File: src/rtl/mem_access_unit_pkg.sv
// Shared definitions for the data-memory access path: instruction IDs,
// exception codes and the access-unit state encoding.
package mem_access_unit_pkg;

   localparam logic [10:0] ID_LB  = 11'h020;
   localparam logic [10:0] ID_LH  = 11'h021;
   localparam logic [10:0] ID_LW  = 11'h023;
   localparam logic [10:0] ID_LBU = 11'h024;
   localparam logic [10:0] ID_LHU = 11'h025;
   localparam logic [10:0] ID_SB  = 11'h028;
   localparam logic [10:0] ID_SH  = 11'h029;
   localparam logic [10:0] ID_SW  = 11'h02b;

   localparam logic [4:0] EXC_NONE = 5'd0;
   localparam logic [4:0] EXC_ADEL = 5'd4;
   localparam logic [4:0] EXC_ADES = 5'd5;
   localparam logic [4:0] EXC_DBE  = 5'd7;

   typedef enum logic [1:0] {
      ST_IDLE = 2'd0,
      ST_WAIT = 2'd1,
      ST_DONE = 2'd2
   } mauState_t;

   function automatic logic isLoad(input logic [10:0] id);
      return (id == ID_LB) || (id == ID_LH) || (id == ID_LW) ||
             (id == ID_LBU) || (id == ID_LHU);
   endfunction

   function automatic logic isStore(input logic [10:0] id);
      return (id == ID_SB) || (id == ID_SH) || (id == ID_SW);
   endfunction

endpackage

File: src/rtl/mem_access_unit_load_extender.sv
// Selects the addressed byte/half of a read word and sign- or zero-extends
// it according to the load instruction. Non-load IDs yield zero.
module mem_access_unit_load_extender
   import mem_access_unit_pkg::*;
(
   input  logic [31:0] word,
   input  logic [1:0]  offset,
   input  logic [10:0] instrId,
   output logic [31:0] result
);

   logic [7:0]  byteSel;
   logic [15:0] halfSel;

   // pick the addressed lane, then extend per instruction
   always_comb begin
      byteSel = word[{offset, 3'b000} +: 8];
      halfSel = offset[1] ? word[31:16] : word[15:0];
      case (instrId)
         ID_LB:   result = {{24{byteSel[7]}}, byteSel};
         ID_LBU:  result = {24'h000000, byteSel};
         ID_LH:   result = {{16{halfSel[15]}}, halfSel};
         ID_LHU:  result = {16'h0000, halfSel};
         ID_LW:   result = word;
         default: result = 32'h00000000;
      endcase
   end

endmodule

File: src/rtl/mem_access_unit.sv
// M-stage data-memory bus initiator: alignment/range checks, req/ack
// transaction with timeout, pipeline stall and load-result extension.
//
// state   | meaning
// --------+-----------------------------------------------------------
// IDLE    | no transaction; faults reported combinationally
// WAIT    | bus_req held, waiting for bus_ack or timeout
// DONE    | one cycle: load_data / DBE presented, pipeline advances
module mem_access_unit
   import mem_access_unit_pkg::*;
#(
   parameter logic [31:0] DM_TOP  = 32'h00002fff,
   parameter int          TIMEOUT = 16
) (
   input  logic        clk,
   input  logic        reset,
   input  logic        req_valid,
   input  logic [10:0] instr_id,
   input  logic [31:0] addr,
   input  logic [31:0] wdata,
   input  logic        int_req,
   output logic        stall,
   output logic [31:0] load_data,
   output logic [4:0]  exc_code,
   output logic        bus_req,
   output logic        bus_we,
   output logic [3:0]  bus_be,
   output logic [31:0] bus_addr,
   output logic [31:0] bus_wdata,
   input  logic        bus_ack,
   input  logic [31:0] bus_rdata
);

   mauState_t   state;
   logic [4:0]  timeoutCnt;
   logic [10:0] idQ;
   logic [1:0]  offsetQ;
   logic [31:0] rdataQ;
   logic        dbeFlag;

   logic        ld, st, memOp, alignFault, rangeFault, fault, start;
   logic [3:0]  beNext;
   logic [31:0] wdataNext;
   logic [31:0] extResult;

   // decode the request and its address faults
   always_comb begin
      ld         = isLoad(instr_id);
      st         = isStore(instr_id);
      memOp      = req_valid & (ld | st);
      alignFault = (((instr_id == ID_LW) || (instr_id == ID_SW)) && (addr[1:0] != 2'b00)) ||
                   (((instr_id == ID_LH) || (instr_id == ID_LHU) || (instr_id == ID_SH)) && addr[0]);
      rangeFault = addr > DM_TOP;
      fault      = alignFault | rangeFault;
      start      = (state == ST_IDLE) & memOp & ~fault & ~int_req;
   end

   // byte enables and lane-replicated store data for the issuing access
   always_comb begin
      beNext    = 4'b1111;
      wdataNext = wdata;
      case (instr_id)
         ID_SB: begin
            beNext    = 4'b0001 << addr[1:0];
            wdataNext = {4{wdata[7:0]}};
         end
         ID_SH: begin
            beNext    = addr[1] ? 4'b1100 : 4'b0011;
            wdataNext = {2{wdata[15:0]}};
         end
         default: ;
      endcase
   end

   // stall and exception outputs; gated by reset so they drop at once
   always_comb begin
      stall    = ~reset & (start | (state == ST_WAIT));
      exc_code = EXC_NONE;
      if (!reset) begin
         if ((state == ST_IDLE) && memOp && fault)
            exc_code = st ? EXC_ADES : EXC_ADEL;
         else if ((state == ST_DONE) && dbeFlag)
            exc_code = EXC_DBE;
      end
   end

   mem_access_unit_load_extender u_ext (
      .word    (rdataQ),
      .offset  (offsetQ),
      .instrId (idQ),
      .result  (extResult)
   );

   // load result is only presented in DONE, and forced to zero on a bus error
   always_comb begin
      load_data = ((state == ST_DONE) && !dbeFlag) ? extResult : 32'h00000000;
   end

   // transaction FSM with registered bus outputs
   always_ff @(posedge clk or posedge reset) begin
      if (reset) begin
         state      <= ST_IDLE;
         timeoutCnt <= 5'd0;
         bus_req    <= 1'b0;
         bus_we     <= 1'b0;
         bus_be     <= 4'b0000;
         bus_addr   <= 32'h00000000;
         bus_wdata  <= 32'h00000000;
         idQ        <= 11'd0;
         offsetQ    <= 2'b00;
         rdataQ     <= 32'h00000000;
         dbeFlag    <= 1'b0;
      end else begin
         case (state)
            ST_IDLE: begin
               if (start) begin
                  state      <= ST_WAIT;
                  bus_req    <= 1'b1;
                  bus_we     <= st;
                  bus_be     <= beNext;
                  bus_addr   <= {addr[31:2], 2'b00};
                  bus_wdata  <= wdataNext;
                  idQ        <= instr_id;
                  offsetQ    <= addr[1:0];
                  timeoutCnt <= 5'd0;
                  dbeFlag    <= 1'b0;
               end
            end
            ST_WAIT: begin
               if (bus_ack) begin
                  rdataQ  <= bus_rdata;
                  bus_req <= 1'b0;
                  state   <= ST_DONE;
               end else if (timeoutCnt == 5'(TIMEOUT - 1)) begin
                  bus_req <= 1'b0;
                  dbeFlag <= 1'b1;
                  state   <= ST_DONE;
               end else if (timeoutCnt != 5'h1f) begin
                  timeoutCnt <= timeoutCnt + 5'd1;
               end
            end
            ST_DONE: state <= ST_IDLE;
            default: state <= ST_IDLE;
         endcase
      end
   end

endmodule

File: config.mk
export PLATFORM = sky130hd
export DESIGN_NAME = mem_access_unit
export DESIGN_NICKNAME = d
export VERILOG_FILES = /design/src/rtl/mem_access_unit_pkg.sv /design/src/rtl/mem_access_unit_load_extender.sv /design/src/rtl/mem_access_unit.sv
export SDC_FILE = /design/constraint.sdc
export NUM_CORES = 1
export LEC_CHECK = 0
export BUFFER_PORTS_ARGS = -buffer_cell sky130_fd_sc_hd__buf_2
export CAP_MARGIN = 20
export CORE_AREA = 3 3 115 117
export CTS_BUF_LIST = sky130_fd_sc_hd__clkbuf_16
export CTS_CLUSTER_SIZE = 16
export DETAILED_ROUTE_END_ITERATION = 12
export DIE_AREA = 0 0 118 120
export PLACE_DENSITY = 0.77
export SYNTH_ARGS = -nofsm -noshare
export SYNTH_HDL_FRONTEND = slang
export SYNTH_HIERARCHICAL = 1
export SYNTH_SLANG_ARGS = --single-unit
File: constraint.sdc
create_clock -name clk -period 4.75 [get_ports clk]
set_input_delay 0.95 -clock clk [delete_from_list [all_inputs] [get_ports clk]]
set_output_delay 0.95 -clock clk [all_outputs]
set_load 0.01 [all_outputs]
# Word level (Yosys, flattened, before mapping)

Cells that the tools add are included.

Add/subtract/negate cells: 1
$mul: 0
Div/mod/pow operators: 0
Magnitude comparators: 1
Equality and inequality tests: 23
Shift-type cells: 2
Muxes and demuxes: 27
Bitwise logic cells: 11
Reduce and logical (&&, ||, !) cells: 26

Operator list:

| operator               | count |
|---|---|
| $pmux W32 S5           | 1 |
| $eq A11 B6 Y1 const B  | 13 |
| $pmux W32 S2           | 1 |
| $gt A32 B14 Y1 const B | 1 |
| $mux W32               | 1 |
| $shiftx A32 B6 Y8      | 1 |
| $mux W5                | 4 |
| $mux W16               | 1 |
| $logic_or A1 B1 Y1     | 10 |
| $pmux W5 S2            | 1 |
| $mux W3                | 3 |
| $pmux W4 S2            | 1 |
| $mux W1                | 7 |
| $logic_and A1 B1 Y1    | 6 |
| $mux W2                | 3 |
| $ne A2 B2 Y1 const B   | 3 |
| $reduce_and A2 Y1      | 3 |
| $add A5 B1 Y5 const B  | 1 |
| $and A1 B1 Y1          | 5 |
| $eq A5 B4 Y1 const B   | 1 |
| $ne A5 B5 Y1 const B   | 1 |
| $reduce_and A5 Y1      | 1 |
| $mux W4                | 1 |
| $ne A2 B1 Y1 const B   | 2 |
| 13 further kinds       | 19 |

Register bits: 121
Bits in latches: 0
Bits in writable memories: 0
ROM bits: 0
Bits of input ports: 112
Output and inout port bits: 108
Word-level logic and storage cells: 102
Memories kept: 0

# Longest topological paths before layout

Depth in word-level cells: 12
Depth in mapped cells: 8
Depth with buffers taken out: 8

# By module

The synthesis kept the hierarchy.

Modules (own cells, without submodules):

| module                        | times used | cells an instance | area each (um2) | seq. area each (um2) |
|---|---|---|---|---|
| mem_access_unit               | 1          | 409               | 5306.3          | 3027.9 |
| mem_access_unit_load_extender | 1          | 114               | 825.8           | 0.0 |

# Worst setup path before layout

OpenSTA, ideal clock, no wires.

Path type: input to output
Start point: input port addr[17]
End point: output port stall
Arrival: 2.308 ns
Required time: 3.800 ns
Setup slack: 1.492 ns
Stages: 5
Buffers on the path: 0
Cells stage by stage: nor4_1 > nand3_1 > a311o_1 > or3_1 > a21oi_1

Longest elaborated chain between the ends: 7

RTL lines:

| what                        | RTL line              | RTL |
|---|---|---|
| start: declaration          | mem_access_unit.sv:19 | `input logic [31:0] addr,` |
| $gt A32 B14 Y1              | mem_access_unit.sv:53 | `rangeFault = addr > DM_TOP;` |
| $or A1 B1 Y1                | mem_access_unit.sv:54 | `fault = alignFault \| rangeFault;` |
| $not A1 Y1                  | mem_access_unit.sv:55 | `start = (state == ST_IDLE) & memOp & ~fault & ~int_req;` |
| $and A1 B1 Y1 (2 in series) | mem_access_unit.sv:55 |  |
| $or A1 B1 Y1                | mem_access_unit.sv:77 | `stall = ~reset & (start \| (state == ST_WAIT));` |
| $and A1 B1 Y1               | mem_access_unit.sv:77 |  |
| end: declaration            | mem_access_unit.sv:22 | `output logic stall,` |

No other way between the ends.

# Worst setup path in the final report

Start point: input port instr_id[4]
End point: output port exc_code[0]

Longest elaborated chain between the ends: 11
Elaborated cells between the ends (all ways): 28
Those cells by class: eq/ne: 8; mux: 3; bitwise: 3; reduce/logical: 14

RTL lines:

| what                              | RTL line                                         | RTL |
|---|---|---|
| start: declaration                | mem_access_unit.sv:18                            | `input logic [10:0] instr_id,` |
| $eq A11 B6 Y1 (on tied branches)  | mem_access_unit_pkg.sv:26, mem_access_unit.sv:52 |  |
| $logic_or A1 B1 Y1 (3 in series)  | mem_access_unit_pkg.sv:26                        | `return (id == ID_LB) \|\| (id == ID_LH) \|\| (id == ID_LW) \|\|` |
| $logic_or A1 B1 Y1                | mem_access_unit_pkg.sv:27                        | `(id == ID_LBU) \|\| (id == ID_LHU);` |
| $or A1 B1 Y1                      | mem_access_unit.sv:50                            | `memOp = req_valid & (ld \| st);` |
| $and A1 B1 Y1                     | mem_access_unit.sv:50                            |  |
| $logic_and A1 B1 Y1 (2 in series) | mem_access_unit.sv:80                            | `if ((state == ST_IDLE) && memOp && fault)` |
| $mux W3 *                         | mem_access_unit.sv:80                            |  |
| $mux W3 *                         | mem_access_unit.sv:79                            | `if (!reset) begin` |
| end: declaration                  | mem_access_unit.sv:24                            | `output logic [4:0] exc_code,` |

Every way passes the cells marked *; elsewhere a longest branch is shown, timed or not.

==> flow_summary_export.csv <==
group,metric,value,unit
run_status,status,"completed",
finish,syn_to_final_growth,29.5,%
detailed_routing,drc_errors,0,
finish,fill_cells,1011,
synthesis,synth_warnings,6,
sta,hold_viol_final,0,
clocking,cts_resized,0,
clocking,clk_latency,410,ps
die,fp.dieH,120,um
sta,max_slew.worst_pin.slew,885,ps
worst_setup_path,start_kind,"primary input",
clocking,clockBufferDepth,2,
clocking,cts_max_level,4,
synthesis,synthArstFlopShare,100,%
placement,dp_cells,888,
clocking,cts_tree,"yes",
clocking,cts_inserted_buffers,17,
global_routing,first_global_vias,5167,
global_routing,grt_max_degree,64,
synthesis,synth_seq_cells,121,
power_and_ir_drop,power_density,310,nW/um^2
die,dieArea,14200,um^2
sta,slew_violations,0,
sta,finalSetupViolations,0,
placement,gp_congestion,0.856,
sta,timing.slew.headroom,41.0,%
detailed_routing,drt-initial-drc-count,322,
flow_run,maxCapViolCount,0,
detailed_routing,routedWlPerCell,18.2,um
clocking,clkSinkCount,121,
worst_setup_path,path_class,"in -> out",
sta,fin_setup_tns,0,ps
detailed_routing,routed_wl,16.8,mm
sta,period_minus_slack,3660,ps
sta,rsz0062_at_grt,"false",
worst_setup_path,cp_data_arrival_time,2710,ps
synthesis,yosysSeqAreaShare,49.4,%
synthesis,synthFlopType,"dfrtp_1",
clocking,cts_setup_buffers,0,
synthesis,yosysUniqueCellTypes,49,
finish,drive_gt1_share,47.1,%
global_routing,grt_pass1_wl,26.7,mm
sta,finalClockSkew,6.62,ps
sta,fmaxAchievable,273,MHz
die,die_w,118,um
die,start_util,49.2,%
finish,final_cell_count_no_fill,921,
detailed_routing,dr.pass1.iters,5,
detailed_routing,ant_nets,0,
synthesis,synth_edf_count,0,
worst_setup_path,end_kind,"output port",
worst_setup_path,cp.required,3800,ps
power_and_ir_drop,max-vdd-ir-drop,212,uV
detailed_routing,num_vias,5005,
power_and_ir_drop,p_leak,4.26,nW
synthesis,syn_inst,523,
clocking,cts_root_buffer,"clkbuf_16",
synthesis,syn_avg_cell_area,11.7,um^2
synthesis,yosys.area.top_type_share,49.4,%
placement,hpwl,12.3,mm
worst_setup_path,crit_fanout,4,
clocking,ctsHoldBuffers,0,
sta,period_share,77.0,%
placement,port_buffers,215,
synthesis,synth_area_leaders,"dfrtp_1 49%, mux2_2 16%, mux2_1 4.8%",
detailed_routing,via_per_inst,5.43,
hold_path,hold_path_class,"reg -> reg",
global_routing,grt_remaining_overflow,0,
global_routing,grt_antenna_before_repair,1,
clocking,clk_pin_slew_worst_paths,50,ps
finish,fin_nets,850,
die,core,12500,um^2
global_routing,grt_util_all_layers,24.2,%
die,row_count,41,
synthesis,syn_area,6130,um^2
die,ios,220,
synthesis,synth_top_area_cell,"dfrtp_1",
-- routing by layer --
metal	GRT usage [%]	up-vias	routed length (um)
met4	9.82	0	405
met3	8.29	33	1410
li1	-	2304	-
met2	41.8	244	8430
met5	0	-	0
met1	27.5	2424	6520
-- through the flow --
stage                     hold slack, ps  power [mW]  util (%)  setup slack [ps]  instance area [um^2]
after floorplan                      430        1.09         -               586                  6140
after global placement               444        1.15      58.8              1110                  7330
after detailed placement             451        1.15      58.8              1090                  7330
after CTS                            464        2.49      63.7              1100                  7940
after global routing                 495        2.54      63.7               930                  7940
final                                462        2.46      63.7              1090                  7940
-- worst paths after layout --
path	startpoint	to	slack [ps]	depth (start not counted)
hold reg to reg	idQ[5]	idQ[5]	460	1
min in group asynchronous	reset	bus_req	580	2
max in group asynchronous	reset	bus_wdata[2]	3220	3
setup / recovery	instr_id[4]	exc_code[0]	1090	7
setup reg to reg	state[0]	bus_wdata[16]	2390	5
hold / removal	idQ[5]	idQ[5]	460	1
-- layout make-up --
type                       instances  area [um^2]  area share [%]
sequential                       121         3030            38.1
multi-input combinational        362         2900            36.5
timing repair buffer             225         1150            14.5
clock buffer                      17          425            5.36
tap                              172          215            2.71
clock inverter                    15          184            2.32
inverter                           8         32.5           0.410
antenna                            1         2.50          0.0315
-- cell families (layout without fill, tap and decap cells) --
group,Yosys count,in the layout,share of synthesized area (%)
and+or+nand+nor,149,149,14.2
muxes,136,136,24.7
DFF,121,121,49.4
AOI/OAI and AO/OA,70,70,7.45
buffers and inverters,43,265,3.67
adders and majority gates,3,3,0.612
other,1,5,0.0612
-- synthesized netlist by cell type, types with 2 or more instances --
master and count:
inv_1 8, a22oi_1 8, clkbuf_1 14, nor4_1 4, buf_4 5, nor3b_1 5, nand3b_1 2, buf_2 6
or2_2 3, nand4b_1 2, mux2_1 26, mux2_2 85, o221ai_1 8, or3_1 2, nor3_1 5, nand2_1 37
nor2_1 5, and2_1 33, nand3_1 5, buf_6 5, a21oi_1 16, o21ai_0 17, nor2b_1 28, o22ai_1 9
a31oi_1 3, ha_1 3, nand4_1 10, buf_1 5, mux2i_1 24, dfrtp_1 121
-- layout by cell type, fill, tap and decap left out, types with 9 or more instances in the layout --
cell,n
a21oi_1,16
and2_1,33
buf_2,215
buf_4,10
clkbuf_16,17
dfrtp_1,121
mux2_1,26
mux2_2,85
mux2i_1,24
nand2_1,37
nand4_1,10
nor2b_1,28
o21ai_0,17
o22ai_1,9
-- where the power goes --
group | internal, mW | switching [mW] | leakage [nW] | total [mW]
logic | 0.0464 | 0.0562 | 2.27 | 0.103
clock network | 0.868 | 0.461 | 0.299 | 1.33
registers | 1.03 | 0.000000115 | 1.69 | 1.03
total | 1.95 | 0.517 | 4.26 | 2.46
-- worst max-delay path: stages --
cell	delay, ps
buf_2	100
nor3b_1	440
and2_1	250
a311o_1	330
nor3b_1	330
o21a_1	160
buf_2	130
-- registers in the layout (all words and copies together) (netlist names) --
signal and count:
bus_addr 30, state 2, idQ 11, offsetQ 2, rdataQ 32, bus_wdata 32
dbeFlag 1, bus_be 4, timeoutCnt 5, bus_req 1, bus_we 1
Power figures use the tool's default switching activity.
